<file path="src/rtl/ripple_carry_adder.sv">
// Registered WIDTH-bit ripple-carry adder built from a chain of full-adder cells.
// Results, carry-out and status flags appear one clock after a valid input.

module full_adder (
    input  logic a,
    input  logic b,
    input  logic ci,
    output logic s,
    output logic co
);
    assign s  = a ^ b ^ ci;
    assign co = (a & b) | (a & ci) | (b & ci);
endmodule

module ripple_carry_adder #(
    parameter int WIDTH = 4
) (
    input  logic             clk,
    input  logic             rst,
    input  logic             in_valid,
    input  logic [WIDTH-1:0] A,
    input  logic [WIDTH-1:0] B,
    input  logic             Cin,
    output logic [WIDTH-1:0] Sum,
    output logic             Cout,
    output logic             Overflow,
    output logic             Zero,
    output logic             out_valid
);
    logic [WIDTH:0]   carry;
    logic [WIDTH-1:0] sum_c;
    logic             ovf_c;

    assign carry[0] = Cin;

    // Carry ripples cell to cell; no lookahead by design.
    for (genvar i = 0; i < WIDTH; i++) begin : g_cell
        full_adder u_fa (
            .a  (A[i]),
            .b  (B[i]),
            .ci (carry[i]),
            .s  (sum_c[i]),
            .co (carry[i+1])
        );
    end

    assign ovf_c = carry[WIDTH] ^ carry[WIDTH-1];

    always_ff @(posedge clk) begin
        if (rst) begin
            Sum       <= '0;
            Cout      <= 1'b0;
            Overflow  <= 1'b0;
            Zero      <= 1'b1;
            out_valid <= 1'b0;
        end else begin
            out_valid <= in_valid;
            if (in_valid) begin
                Sum      <= sum_c;
                Cout     <= carry[WIDTH];
                Overflow <= ovf_c;
                // Same value as ~|Sum after this edge, kept as a flop.
                Zero     <= ~|sum_c;
            end
        end
    end
endmodule

</file>
<file path="config.mk">
export PLATFORM = sky130hd
export DESIGN_NAME = ripple_carry_adder
export DESIGN_NICKNAME = d
export VERILOG_FILES = /design/src/rtl/ripple_carry_adder.sv
export SDC_FILE = /design/constraint.sdc
export NUM_CORES = 1
export LEC_CHECK = 0
export ABC_CLOCK_PERIOD_IN_PS = 3260
export BUFFER_PORTS_ARGS = -buffer_cell sky130_fd_sc_hd__buf_2
export CORE_AREA = 3 3 40 42
export CTS_CLUSTER_SIZE = 24
export DETAILED_ROUTE_END_ITERATION = 6
export DIE_AREA = 0 0 43 45
export HOLD_SLACK_MARGIN = 0.1
export PLACE_DENSITY = 0.68
export SETUP_SLACK_MARGIN = 0.3
export SLEW_MARGIN = 20
export SYNTH_ARGS = -nofsm -noshare
export SYNTH_HDL_FRONTEND = slang
export SYNTH_SLANG_ARGS = --single-unit
</file>
<file path="constraint.sdc">
create_clock -name clk -period 3.26 [get_ports clk]
set_input_delay 0.652 -clock clk [delete_from_list [all_inputs] [get_ports clk]]
set_output_delay 0.652 -clock clk [all_outputs]
set_load 0.005 [all_outputs]
</file>
* Yosys cells after proc, flatten, opt, wreduce, memory -nomap -nowiden
Cells that the tools add are included.
** Word-level totals
- Register bits after elaboration :: 8
- Input bits :: 12
- Output and inout port bits :: 8
- Word-level logic and storage cells :: 36
** Cells by class
- Bitwise logic cells :: 29
- Reduce and logical (&&, ||, !) cells :: 2
** Operators by type and width (number)
- AND 1 bit :: 12
- XOR 1 bit :: 9
- OR 1 bit :: 8
- OR reduction 4 bit :: 1
- zero test 1 bit :: 1

* Depth between registers and ports, before layout
- Depth in word-level cells :: 13
- Depth in mapped cells :: 7
- Mapped depth without buffers :: 7

* Cells and area by module
A second synthesis with hierarchy kept.
** Second synthesis, totals
- Cells, all modules :: 31
- Area, all modules :: 374.1 µm²
** By module, submodules not included
- ripple_carry_adder :: instances 1, cells each 27, area each 294.0 µm², seq. area each 160.2 µm²
- full_adder :: instances 4, cells each 1, area each 20.0 µm², seq. area each 0.0 µm²

* Worst setup path before layout
Ideal clock, no wire load.
- Kind :: in2reg
- From :: input A[0]
- To :: register Zero
- Library setup time :: 122 ps
- Arrival time :: 2624 ps
- Required time :: 3138 ps
- Path slack :: 514 ps
- Stages :: 6
- Path buffers :: 0
- Path through :: fa_1 > fa_1 > fa_1 > inv_1 > fa_1 > a221o_1
** On the way
- Longest elaborated chain between the ends :: 12
- Elaborated cells between the ends (all ways) :: 19
- Those cells by class :: 17 x bitwise; 2 x reduce/logical
** Ends and longest elaborated chain
- start: declaration :: line 21 : input logic [WIDTH-1:0] A,
- AND 1 bit :: line 12 : assign co = (a & b) | (a & ci) | (b & ci);
- OR 1 bit (2 in a row) :: line 12
- AND 1 bit :: line 12
- OR 1 bit (2 in a row) :: line 12
- AND 1 bit :: line 12
- OR 1 bit (2 in a row) :: line 12
- XOR 1 bit :: line 11 : assign s = a ^ b ^ ci;
- OR reduction 4 bit * :: line 63 : Zero <= ~|sum_c;
- zero test 1 bit * :: line 63
- end signal: assignment :: line 63
- end: declaration :: line 27 : output logic Zero,
Mark *: on every way between the ends. The rest lies on a longest branch, timed or not.
A chain may end at the register's enable or synchronous reset.

* Worst setup path after layout
Ends and elaborated chain as after synthesis.

==> metrics.md <==
| Metric | Value |
|---|---|
| Fill count | `131` |
| Root Driver | `clkbuf_4` |
| WP data required | `3400 ps` |
| PD cells | `461 nW/um^2` |
| Fin Clk Skew | `0 ps` |
| # clock sinks | `8` |
| Sequential area share after synthesis | `40.3%` |
| Synth-to-layout area growth | `30.2%` |
| H-tree depth | `1` |
| Post-Route WL | `671 um` |
| Worst Hold Launch | `Cout` |
| Crit start category | `primary input` |
| Worst Setup SP | `A[0]` |
| Setup Buffers After CTS | `0` |
| Layout Nets | `72` |
| Net Count, Synth | `50` |
| Max-slew violations | `0` |
| Post-CTS sizing | `0` |
| Fmax | `378 MHz` |
| Syn Inst Count | `34` |
| DP Worst Slack | `352 ps` |
| Post-layout minimum cycle time | `2640 ps` |
| Most common cell after layout, fill and taps aside | `buf_2` |
| YS warnings | `0` |
| Crit. End Element | `flip-flop` |
| Final non-filler cell total | `69` |
| Commonest non-fill, non-tap cells in the layout | `buf_2 (19), dfxtp_1 (8), nor2_1 (5)` |
| Drt first-iter violations | `3` |
| Leakage | `0.000266 uW` |
| Maximum VDD drop | `0.165 mV` |
| Total Routing Usage GR | `8.05%` |
| Critical Path AT | `2780 ps` |
| Starting Density | `31.0%` |
| Final ANT Viol Nets | `0` |
| Vias per cell | `4.32` |
| Fin. Hold Viols | `0` |
| TritonCTS clock tree | `done` |
| DR WL/cell | `9.72 um` |
| Power, Total | `239 uW` |
| Sum Neg Setup Slack | `0 ps` |
| Slew HR | `85.3%` |
| Biggest fanout along the worst timing path | `2` |
| Clk slew on worst S/H paths | `50 ps` |
| Die Ht | `45 um` |
| Diode count | `0` |
| Via count | `298` |
| Clock Path Buffers | `2` |
| Largest net degree at the start of global routing | `12` |
| Max-cap violations | `0` |
| Status | `completed` |
| Layout cells sized above 1 | `46.3%` |
| Drt drc | `0` |
| Hold_buf cts | `0` |
| Final GP Congestion | `0.667` |
| DRT Pass-1 Iters | `2` |
| Core box area | `1280 um^2` |
| Global route total overflow | `0` |
| First-pass GRT wire length | `1.16 mm` |
| Worst r2r src | `Zero` |
| Initial antenna violation count | `0` |
| Worst skew pair latency | `250 ps` |
| Die X | `43 um` |
| Min-delay worst type | `flip-flop to flip-flop` |
| Num CTS Buffers | `3` |
| Vias in the first global route | `311` |
| Synth unique cells | `15` |
| Final setup fails | `0` |
| Cell Area, Synth | `398 um^2` |
| Final WS setup | `618 ps` |
| FF+latch count, synth | `8` |
| Avg Cell Area, Syn | `11.7 um^2` |
| Worst Tran Pin Value | `220 ps` |
| Final worst path period share | `81.1%` |
| Setup Crit Path Kind | `primary input to flip-flop` |
| Port buffer count | `19` |
| Placed cells | `66` |
| Setup repair after global routing missed its margin | `false` |
| Boundary Pins | `20` |
| Die footprint | `1940 um^2` |
| Final core occ | `40.3%` |
| Site Rows | `13` |
cell type report:
| cell class | instances | area, um^2 | share of cell area [%] |
|---|---|---|---|
| Multi-Input combinational cell | 20 | 206 | 39.9 |
| Inverter | 4 | 15.0 | 2.90 |
| Sequential cell | 8 | 160 | 30.9 |
| Clock buffer | 3 | 22.5 | 4.35 |
| Tap cell | 15 | 18.8 | 3.62 |
| Timing Repair Buffer | 19 | 95.1 | 18.4 |
sequential cells by signal, summed over array words and instances, names as in the netlist:
signal,count
Cout,1
Overflow,1
Sum,4
Zero,1
out_valid,1
power by group:
part           internal, uW  total (uW)  switching (uW)
Combinational          28.4        53.1            24.7
Clock                  42.1        75.1            33.0
Sequential              107         111            3.73
critical path, cell delays in order:
cell     delay, ps
buf_2          110
fa_1           420
fa_1           390
fa_1           410
inv_1           90
fa_1           420
a221o_1        300
Yosys cell counts:
library cell,count,area (um^2)
inv_1,3,11.3
a21o_1,1,7.51
inv_2,1,3.75
clkbuf_2,1,5.00
fa_1,4,80.1
xnor2_1,1,8.76
mux2i_1,3,30.0
dfxtp_1,8,160
nor2_1,5,18.8
nor4b_2,1,15.0
nor2b_4,1,13.8
nor3b_1,1,7.51
a211oi_1,2,15.0
buf_6,1,11.3
a221o_1,1,10.0
metrics by stage:
step / area (um^2) / hold WS, ps
floorplan: 398 / 478
global placement: 495 / 471
detailed placement: 495 / 480
CTS: 518 / 493
global route: 518 / 504
finish: 518 / 491
routing by layer:
metal,up-vias,GRT usage (%),routed length (um)
li1,152,-,-
met1,131,9.34,307
met2,15,12.6,310
met3,0,2.79,53
met4,0,5.42,0
met5,-,0,0
final timing paths:
path              depth (start not counted)  slack (ps)  endpoint
setup / recovery                          7         620      Zero
hold / removal                            2         490      Cout
setup reg to reg                          1        2510      Zero
hold reg to reg                           2         490      Cout
logic make-up (layout without fill, tap and decap cells):
group,after synthesis,in the layout,synth area share (%)
AO/OA/AOI/OAI,4,4,8.18
XOR/XNOR,1,1,2.20
adder cells (fa/ha/maj),4,4,20.1
buffers and inverters,6,26,7.86
flip-flops,8,8,40.3
multiplexers,3,3,7.55
AND/OR/NAND/NOR,8,8,13.8
(Power assumes the default switching activity.)
